<file path="src/rtl/uart_rx_buffered_if.sv">
// uart_rx_buffered_if
// Purpose : bundles the consumer-side signals of the buffered UART receiver so
//           the receiver and its consumer share one connection.
// Signals : data       - head-of-FIFO received word
//           parity_err - parity error flag of the head entry
//           frame_err  - stop-bit error flag of the head entry
//           valid      - FIFO non-empty, head entry presented
//           ready      - consumer accepts the head entry when valid && ready
//           overrun    - one-cycle pulse when a completed frame is dropped
//           count      - current FIFO occupancy
// Modports: master - the receiver (drives everything except ready)
//           slave  - the consumer (drives ready)
interface uart_rx_buffered_if #(
   parameter int WIDTH = 8,
   parameter int DEPTH = 4
);
   logic [WIDTH-1:0]         data;
   logic                     parity_err;
   logic                     frame_err;
   logic                     valid;
   logic                     ready;
   logic                     overrun;
   logic [$clog2(DEPTH):0]   count;

   modport master (
      output data, parity_err, frame_err, valid, overrun, count,
      input  ready
   );

   modport slave (
      input  data, parity_err, frame_err, valid, overrun, count,
      output ready
   );
endinterface

</file>
<file path="src/rtl/uart_rx_buffered.sv">
// uart_rx_buffered
// Purpose : UART receiver with majority-vote bit sampling, optional parity,
//           1 or 2 checked stop bits, and a show-ahead FIFO of received words
//           together with their parity/frame error flags.
// Ports   : clock - single clock, rising edge
//           reset - asynchronous active-high reset
//           rx    - asynchronous serial line, idle high
//           bus   - consumer interface (data, parity_err, frame_err, valid,
//                   ready, overrun, count)
module uart_rx_buffered #(
   parameter int WIDTH      = 8,
   parameter int CLOCK_FREQ = 460800,
   parameter int BAUD_RATE  = 9600,
   parameter int PARITY     = 0,
   parameter int STOP_BITS  = 1,
   parameter int DEPTH      = 4
) (
   input  logic               clock,
   input  logic               reset,
   input  logic               rx,
   uart_rx_buffered_if.master bus
);
   localparam int TICKS = CLOCK_FREQ / BAUD_RATE;
   localparam int CW    = $clog2(TICKS);
   localparam int AW    = $clog2(DEPTH);
   localparam int BW    = $clog2(WIDTH);

   localparam logic [CW-1:0] MID_LO   = CW'(TICKS / 2 - 1);
   localparam logic [CW-1:0] MID      = CW'(TICKS / 2);
   localparam logic [CW-1:0] MID_HI   = CW'(TICKS / 2 + 1);
   localparam logic [CW-1:0] LAST     = CW'(TICKS - 1);
   localparam logic [BW-1:0] LAST_BIT = BW'(WIDTH - 1);
   localparam logic          LAST_STP = 1'(STOP_BITS - 1);
   localparam logic [AW:0]   FULL_CNT = (AW + 1)'(DEPTH);

   typedef enum logic [2:0] {
      IDLE,
      START,
      DATA,
      PARITY_BIT,
      STOP,
      WAIT_IDLE
   } stateT;

   stateT              state;
   stateT              nextState;
   logic               syncA;
   logic               syncB;
   logic               rxSync;
   logic [CW-1:0]      tick;
   logic [BW-1:0]      bitIdx;
   logic               stopIdx;
   logic               sampA;
   logic               sampB;
   logic               majority;
   logic [WIDTH-1:0]   shiftReg;
   logic               parErr;
   logic               frmErr;
   logic               frameDone;
   logic               pushPending;
   logic               atMidHi;
   logic               atLast;

   logic [WIDTH+1:0]   mem [DEPTH];
   logic [WIDTH+1:0]   headWord;
   logic [AW-1:0]      wrPtr;
   logic [AW-1:0]      rdPtr;
   logic [AW:0]        cnt;
   logic               overrunReg;
   logic               fifoValid;
   logic               fifoFull;
   logic               pop;
   logic               pushOk;

   assign rxSync   = syncB;
   assign atMidHi  = (tick == MID_HI);
   assign atLast   = (tick == LAST);
   // The third vote is the live sample taken on the MID_HI cycle itself.
   assign majority = (sampA & sampB) | (sampA & rxSync) | (sampB & rxSync);

   // Two-flop synchronizer for the asynchronous serial line; resets to the
   // idle level so that reset release never looks like a start bit.
   always_ff @(posedge clock or posedge reset) begin
      if (reset) begin
         syncA <= 1'b1;
         syncB <= 1'b1;
      end else begin
         syncA <= rx;
         syncB <= syncA;
      end
   end

   // Receiver state register.
   always_ff @(posedge clock or posedge reset) begin
      if (reset) begin
         state <= IDLE;
      end else begin
         state <= nextState;
      end
   end

   // Next-state logic. A frame completes at the vote point of its last stop
   // bit rather than at the end of that bit, which leaves room for a start
   // bit that follows immediately. A low line at that point is a break, so
   // the receiver waits for the line to go high before hunting again.
   always_comb begin
      nextState = state;
      frameDone = 1'b0;
      case (state)
         IDLE: begin
            if (!rxSync) nextState = START;
         end
         START: begin
            if (atMidHi && majority) nextState = IDLE;
            else if (atLast)         nextState = DATA;
         end
         DATA: begin
            if (atLast && bitIdx == LAST_BIT)
               nextState = (PARITY != 0) ? PARITY_BIT : STOP;
         end
         PARITY_BIT: begin
            if (atLast) nextState = STOP;
         end
         STOP: begin
            if (atMidHi && stopIdx == LAST_STP) begin
               frameDone = 1'b1;
               nextState = rxSync ? IDLE : WAIT_IDLE;
            end
         end
         WAIT_IDLE: begin
            if (rxSync) nextState = IDLE;
         end
         default: nextState = IDLE;
      endcase
   end

   // Bit timing, vote sampling, data shifting and error accumulation. The
   // tick counter is held at zero while idle so a detected start edge begins
   // counting from zero. The push is delayed one cycle after frame completion
   // so that the error flags updated at the vote point are already settled.
   always_ff @(posedge clock or posedge reset) begin
      if (reset) begin
         tick        <= '0;
         bitIdx      <= '0;
         stopIdx     <= 1'b0;
         sampA       <= 1'b0;
         sampB       <= 1'b0;
         shiftReg    <= '0;
         parErr      <= 1'b0;
         frmErr      <= 1'b0;
         pushPending <= 1'b0;
      end else begin
         pushPending <= frameDone;
         if (state == IDLE || state == WAIT_IDLE) begin
            tick <= '0;
         end else begin
            tick <= atLast ? '0 : tick + 1'b1;
         end
         if (tick == MID_LO) sampA <= rxSync;
         if (tick == MID)    sampB <= rxSync;
         case (state)
            IDLE: begin
               bitIdx  <= '0;
               stopIdx <= 1'b0;
               parErr  <= 1'b0;
               frmErr  <= 1'b0;
            end
            DATA: begin
               if (atMidHi) shiftReg <= {majority, shiftReg[WIDTH-1:1]};
               if (atLast)  bitIdx   <= bitIdx + 1'b1;
            end
            PARITY_BIT: begin
               if (atMidHi) begin
                  parErr <= (PARITY == 2) ? ~(majority ^ (^shiftReg))
                                          :  (majority ^ (^shiftReg));
               end
            end
            STOP: begin
               if (atMidHi && !majority) frmErr  <= 1'b1;
               if (atLast)               stopIdx <= 1'b1;
            end
            default: begin
            end
         endcase
      end
   end

   assign fifoValid = (cnt != '0);
   assign fifoFull  = (cnt == FULL_CNT);
   assign pop       = fifoValid && bus.ready;
   // A full FIFO still takes the new word when the head leaves the same cycle.
   assign pushOk    = pushPending && (!fifoFull || pop);

   // FIFO storage; contents need no reset because outputs are gated by valid.
   always_ff @(posedge clock) begin
      if (pushOk) mem[wrPtr] <= {shiftReg, parErr, frmErr};
   end

   // FIFO pointers, occupancy and the overrun pulse.
   always_ff @(posedge clock or posedge reset) begin
      if (reset) begin
         wrPtr      <= '0;
         rdPtr      <= '0;
         cnt        <= '0;
         overrunReg <= 1'b0;
      end else begin
         overrunReg <= pushPending && !pushOk;
         if (pushOk) wrPtr <= wrPtr + 1'b1;
         if (pop)    rdPtr <= rdPtr + 1'b1;
         case ({pushOk, pop})
            2'b10:   cnt <= cnt + 1'b1;
            2'b01:   cnt <= cnt - 1'b1;
            default: cnt <= cnt;
         endcase
      end
   end

   assign headWord       = mem[rdPtr];
   assign bus.data       = fifoValid ? headWord[WIDTH+1:2] : '0;
   assign bus.parity_err = fifoValid & headWord[1];
   assign bus.frame_err  = fifoValid & headWord[0];
   assign bus.valid      = fifoValid;
   assign bus.overrun    = overrunReg;
   assign bus.count      = cnt;
endmodule

</file>
<file path="src/flat_wrapper.sv">
// flat-port wrapper written by rule: the top's interface ports become plain ports
module uart_rx_buffered_flat 
#(
   parameter int WIDTH      = 8,
   parameter int CLOCK_FREQ = 460800,
   parameter int BAUD_RATE  = 9600,
   parameter int PARITY     = 0,
   parameter int STOP_BITS  = 1,
   parameter int DEPTH      = 4
)
  (clock, reset, rx, bus_data, bus_parity_err, bus_frame_err, bus_valid, bus_overrun, bus_count, bus_ready);
  uart_rx_buffered_if #(.WIDTH(WIDTH), .DEPTH(DEPTH)) bus_i ();
  input  logic clock;
  input  logic reset;
  input  logic rx;
  output wire logic [$bits(bus_i.data)-1:0] bus_data;
  output wire logic [$bits(bus_i.parity_err)-1:0] bus_parity_err;
  output wire logic [$bits(bus_i.frame_err)-1:0] bus_frame_err;
  output wire logic [$bits(bus_i.valid)-1:0] bus_valid;
  output wire logic [$bits(bus_i.overrun)-1:0] bus_overrun;
  output wire logic [$bits(bus_i.count)-1:0] bus_count;
  input wire logic [$bits(bus_i.ready)-1:0] bus_ready;
  assign bus_data = bus_i.data;
  assign bus_parity_err = bus_i.parity_err;
  assign bus_frame_err = bus_i.frame_err;
  assign bus_valid = bus_i.valid;
  assign bus_overrun = bus_i.overrun;
  assign bus_count = bus_i.count;
  assign bus_i.ready = bus_ready;
  uart_rx_buffered #(.WIDTH(WIDTH), .CLOCK_FREQ(CLOCK_FREQ), .BAUD_RATE(BAUD_RATE), .PARITY(PARITY), .STOP_BITS(STOP_BITS), .DEPTH(DEPTH)) u_core (.clock(clock), .reset(reset), .rx(rx), .bus(bus_i));
endmodule
</file>
<file path="config.mk">
export PLATFORM = sky130hd
export DESIGN_NAME = uart_rx_buffered_flat
export DESIGN_NICKNAME = d
export VERILOG_FILES = /design/src/rtl/uart_rx_buffered_if.sv /design/src/rtl/uart_rx_buffered.sv /design/src/flat_wrapper.sv
export SDC_FILE = /design/constraint.sdc
export NUM_CORES = 1
export LEC_CHECK = 0
export ABC_CLOCK_PERIOD_IN_PS = 2600
export BUFFER_PORTS_ARGS = -buffer_cell sky130_fd_sc_hd__buf_2
export CORE_AREA = 4 4 93 95
export DETAILED_ROUTE_END_ITERATION = 10
export DIE_AREA = 0 0 97 99
export HOLD_SLACK_MARGIN = 0.06
export SKIP_LAST_GASP = 1
export SLEW_MARGIN = 10
export SYNTH_ARGS = -nofsm -noshare
export SYNTH_HDL_FRONTEND = slang
export SYNTH_SLANG_ARGS = --single-unit
</file>
<file path="constraint.sdc">
create_clock -name clock -period 2.6 [get_ports clock]
set_input_delay 0.39 -clock clock [delete_from_list [all_inputs] [get_ports clock]]
set_output_delay 0.39 -clock clock [all_outputs]
set_load 0.02 [all_outputs]
</file>
# Word-level counts from Yosys, hierarchy flattened
# Memory sizes are Yosys's and may differ from the RTL's.
# Index checks and enable logic that the tools add are counted.
[totals]
in_bits = 4
n_memories = 1
word_cells = 105
ramBits = 40
regBits = 36
output_inout_bits = 15
[classes]
n_bitwise = 9
addsub = 6
n_mux = 25
n_reduce_logical = 25
n_eq_ne = 23
[mem_list]
columns = ["memory", "words", "width", "read_ports", "rd_clocked_by_memory_dff", "wr", "line_no", "text"]
rows = [
  ["u_core.mem", 4, 10, 1, 0, 1, "uart_rx_buffered.sv:64", "logic [WIDTH+1:0] mem [DEPTH];"],
]
[op_table]
columns = ["cell", "count"]
rows = [
  ["$mux W3", 9],
  ["$eq A6 B5 Y1 const B", 3],
  ["$pmux W3 S6", 1],
  ["$ne A2 B1 Y1 const B", 8],
  ["$eq A3 B3 Y1 const B", 4],
  ["$mux W6", 2],
  ["$pmux W3 S2", 2],
  ["$reduce_and A2 Y1", 5],
  ["$mux W8", 1],
  ["$reduce_bool A2 Y1", 4],
  ["$reduce_xor A8 Y1", 1],
  ["$logic_and A1 B1 Y1", 7],
  ["$mux W1", 7],
  ["$add A3 B1 Y3 const B", 2],
  ["$add A6 B1 Y6 const B", 1],
  ["$eq A3 B2 Y1 const B", 2],
  ["$eq A6 B6 Y1 const B", 1],
  ["$pmux W1 S2", 3],
  ["$reduce_and A6 Y1", 1],
  ["$and A1 B1 Y1", 5],
  ["$add A2 B1 Y2 const B", 2],
  ["$eq A3 B1 Y1 const B", 1],
  ["$logic_not A1 Y1", 3],
  ["$logic_not A3 Y1", 1],
  ["other kinds (10)", 12],
]

# Logic depth before layout (Yosys ltp)
[logic_depth]
word_depth = 7
depth_mapped = 8

# Worst setup path after synthesis
# OpenSTA, ideal clock, no wires.
[synth_path]
path_kind = "register to register"
start = "register u_core.cnt[2] (netlist: u_core.bus.count[2])"
end = "register u_core.cnt[2] (netlist: u_core.bus.count[2])"
n_path_buf = 1
setup_ns = 0.137
t_arrival_ns = 2.075
required_ns = 2.463
period_less_slack_ns = 2.212
path_slack_ns = 0.388
stages_incl_launch_ff = 9
cell_sequence = "dfrtp_1 > or3_1 > clkbuf_1 > nand2_1 > fa_1 > nor3b_1 > a21oi_1 > a21oi_1 > o21ai_0"
[synth_between]
elab_chain_len = 6
[synth_lines]
columns = ["element", "line_no", "text"]
rows = [
  ["start: declaration", "uart_rx_buffered.sv:68", "logic [AW:0] cnt;"],
  ["start signal: assignment", "uart_rx_buffered.sv:211", "2'b10: cnt <= cnt + 1'b1;"],
  ["start signal: assignment", "uart_rx_buffered.sv:212", "2'b01: cnt <= cnt - 1'b1;"],
  ["start signal: assignment", "uart_rx_buffered.sv:213", "default: cnt <= cnt;"],
  ["$reduce_bool A3 Y1 (*)", "uart_rx_buffered.sv:188", "assign fifoValid = (cnt != '0);"],
  ["via bus_valid", "flat_wrapper.sv:19", "output wire logic [$bits(bus_i.valid)-1:0] bus_valid;"],
  ["$logic_and A1 B1 Y1 (*)", "uart_rx_buffered.sv:190", "assign pop = fifoValid && bus.ready;"],
  ["$logic_or A1 B1 Y1", "uart_rx_buffered.sv:192", "assign pushOk = pushPending && (!fifoFull || pop);"],
  ["$logic_and A1 B1 Y1", "uart_rx_buffered.sv:192", ""],
  ["$eq A2 B1 Y1 / $eq A2 B2 Y1 (equally long branches)", "uart_rx_buffered.sv:210", "case ({pushOk, pop})"],
  ["$pmux W3 S2 / $reduce_bool A2 Y1 (equally long branches)", "n/a", ""],
]
# The timed path passes the listed nets; every way through them passes the cells marked *.
# A chain may end at the register's enable or synchronous reset.

# Final worst setup path
[layout_path]
start = "register u_core.rdPtr[0]"
end = "output bus_data[7]"
[layout_between]
elab_chain_len = 2
[layout_lines]
columns = ["element", "line_no", "text"]
rows = [
  ["start: declaration", "uart_rx_buffered.sv:67", "logic [AW-1:0] rdPtr;"],
  ["start signal: assignment", "uart_rx_buffered.sv:209", "if (pop) rdPtr <= rdPtr + 1'b1;"],
  ["$mem_v2 Z4 W10", "n/a", ""],
  ["$mux W8", "uart_rx_buffered.sv:219", "assign bus.data = fifoValid ? headWord[WIDTH+1:2] : '0;"],
  ["end: declaration", "flat_wrapper.sv:16", "output wire logic [$bits(bus_i.data)-1:0] bus_data;"],
]
# No other way between the ends.

==> flow_summary_export.csv <==
group,metric,value,unit
logic_synthesis,yosys.area.top_type_share,34.5,%
clock_network,hold_buffers,0,
die,ios,19,
final_layout,drive_gt1_share,24.1,%
timing,slew_headroom,63.8,%
final_layout,nNetsFinal,283,
logic_synthesis,netlist_top_cells_count,"edfxtp_1, dfrtp_1, and2_1, nor2_1",
logic_synthesis,yosys.cell_count.top_type,"edfxtp_1",
critical_path,critPathBufInv,2,
worst_hold_path,hp-class,"in2async",
drt,ant_nets,0,
timing,finalCritPeriodShare,86.0,%
global_routing,grt_pass1_wl,9.77,mm
logic_synthesis,synth_edf_count,40,
timing,worst_pin_slew,0.544,ns
global_routing,track_usage,13.0,%
die,die_w,97,um
timing,finalHoldViolations,0,
clock_network,cts_buffer_depth,2,
timing,rsz0062_at_grt,"false",
critical_path,worstSetupPathType,"reg2out",
logic_synthesis,ys_async_sr_fraction,47.4,%
critical_path,required,2.21,ns
placement,hpwl,3.70,mm
drt,viasPerCell,5.14,
critical_path,worst-path-stages,4,
die,rows,32,
drt,drtIter0Drc,67,
drt,drt_first_pass_iters,4,
global_routing,grt_pass1_vias,1963,
global_routing,grt_max_degree,37,
die,die_y,99,um
logic_synthesis,ys_ff_latch,76,
logic_synthesis,ys_warn_count,0,
global_routing,grt_overflow,0,
clock_network,path_clk_slew,0.08,ns
logic_synthesis,seq_area_frac_synth,60.5,%
critical_path,crit_path_start_kind,"flop",
placement,finalWeightedCongestion,0.764,
power_and_ir_drop,power,3.04,mW
critical_path,cp_max_fo,8,
power_and_ir_drop,ir_worst_vdd,340,uV
die,die_area,9600,sq um
power_and_ir_drop,leakagePower,1.63,nW
clock_network,htree_levels,3,
clock_network,cts_root_buffer,"clkbuf_8",
logic_synthesis,synth_area_leader_cell,"edfxtp_1",
critical_path,reg2regPathDepth,7,
timing,fin_tns_setup,0,ns
placement,port_buffers,18,
power_and_ir_drop,cellPowerDensity,779,nW/um^2
global_routing,antenna_found_initial,0,
drt,wl_per_cell,15.0,um
critical_path,crit_family,"flip-flops",
clock_network,post-cts-setup-buffers,0,
critical_path,critPathCaptureType,"output pin",
timing,skew,0.00622,ns
logic_synthesis,synth_nets,260,
run,drv_cap,0,
drt,drc,0,
logic_synthesis,synth_area_per_cell,14.1,sq um
critical_path,slowest_delay,0.51,ns
drt,vias,1934,
logic_synthesis,synth_cell_type_count,49,
clock_network,ctsResizeCount,0,
critical_path,crit_slowest_cell,"dfrtp_1",
timing,period_minus_slack,2.24,ns
clock_network,numCtsBuffers,9,
final_layout,n_antenna_cell,0,
status,status,"completed",
timing,fmax,447,MHz
final_layout,utilization,50.5,%
logic_synthesis,ys.flop_type,"edfxtp_1",
drt,wl,5.63,mm
logic_synthesis,synth_area_leaders,"edfxtp_1, dfrtp_1, mux4_2",
logic_synthesis,syn_area,3480,sq um
die,core_area,7730,sq um
logic_synthesis,synthCells,246,
clock_network,numClockSinks,76,
critical_path,worstPathCellList,"buf_12, mux4_2, and2_1, buf_2",
clock_network,clk_latency,0.35,ns
timing,setup-violations-final,0,
clock_network,cts_tree,"yes",
timing,slew_viol_final,0,
die,initial_core_util,45.0,%
critical_path,critPathArrivalTime,1.85,ns
final_layout,num-fill-cells,679,
final_layout,area.growth.synth_to_final,12.1,%
[placed cells by master, fill, tap and decap left out, drive strengths merged, types with 9 or more instances in the layout]
cell type	instances
edfxtp	40
dfrtp	34
buf	21
and2	16
nor2	15
inv	15
mux2	12
xnor2	11
nand2	11
mux4	10
a21oi	9
ha	9
clkbuf	9
[cells by family after synthesis]
logic type	share of synthesized area, %
DFF	60.5
and+or+nand+nor	12.1
AOI/OAI and AO/OA	4.89
adders and majority gates	4.10
xor gates and xnor gates	4.17
muxes	12.1
buffers and inverters	2.23
[per-stage QoR]
step	std cells	setup WS (ns)	hold WS [ns]	area (sq um)
after floorplan	246	0.388	0.345	3480
after global placement	360	0.549	0.347	3700
after detailed placement	360	0.530	0.350	3700
after CTS	376	0.313	0.120	3900
after global routing	376	0.232	0.114	3900
final	376	0.364	0.138	3900
[where the power goes]
group | internal [mW] | switching [mW] | total, mW
clock network | 0.460 | 0.479 | 0.940
logic | 0.303 | 0.338 | 0.642
registers | 1.32 | 0.136 | 1.46
[tightest hold or removal path, stage by stage]
cell and delay (ns):
buf_2 0.09, inv_1 0.04, buf_4 0.40
[flip-flops by register name, summed over array words and instances (netlist names)]
signal	cells
u_core.shiftReg	8
u_core.mem	40
u_core.tick	6
u_core.sampB	1
u_core.bus.count	3
u_core.rdPtr	2
u_core.syncA	1
u_core.parErr	1
u_core.wrPtr	2
u_core.sampA	1
u_core.bus.overrun	1
u_core.frmErr	1
u_core.state	3
u_core.rxSync	1
u_core.stopIdx	1
u_core.pushPending	1
u_core.bitIdx	3
[path summary, 6_finish.rpt]
kind                                        to  slack, ns          startpoint
hold reg to reg                  u_core.rxSync       0.36        u_core.syncA
hold / removal                u_core.bitIdx[0]       0.14               reset
max in group asynchronous        u_core.rxSync       2.11               reset
setup reg to reg           u_core.bus.count[2]       0.61  u_core.pushPending
setup / recovery                   bus_data[7]       0.36     u_core.rdPtr[0]
min in group clock                u_core.syncA       0.14                  rx
[layer usage]
metal	up-vias	track usage [%]	wire length (um)
met4	0	4.54	85
met2	32	21.1	2750
li1	939	-	-
met3	5	3.68	169
met1	958	16.8	2630
met5	-	0	0
[layout make-up]
type / instances / area [sq um] / area share [%]
sequential: 76 / 2100 / 53.9
multi-input combinational: 150 / 1300 / 33.3
tap: 102 / 128 / 3.27
timing repair buffer: 21 / 125 / 3.21
clock buffer: 9 / 124 / 3.17
clock inverter: 7 / 82.6 / 2.12
inverter: 11 / 41.3 / 1.06
(Power assumes the default switching activity.)
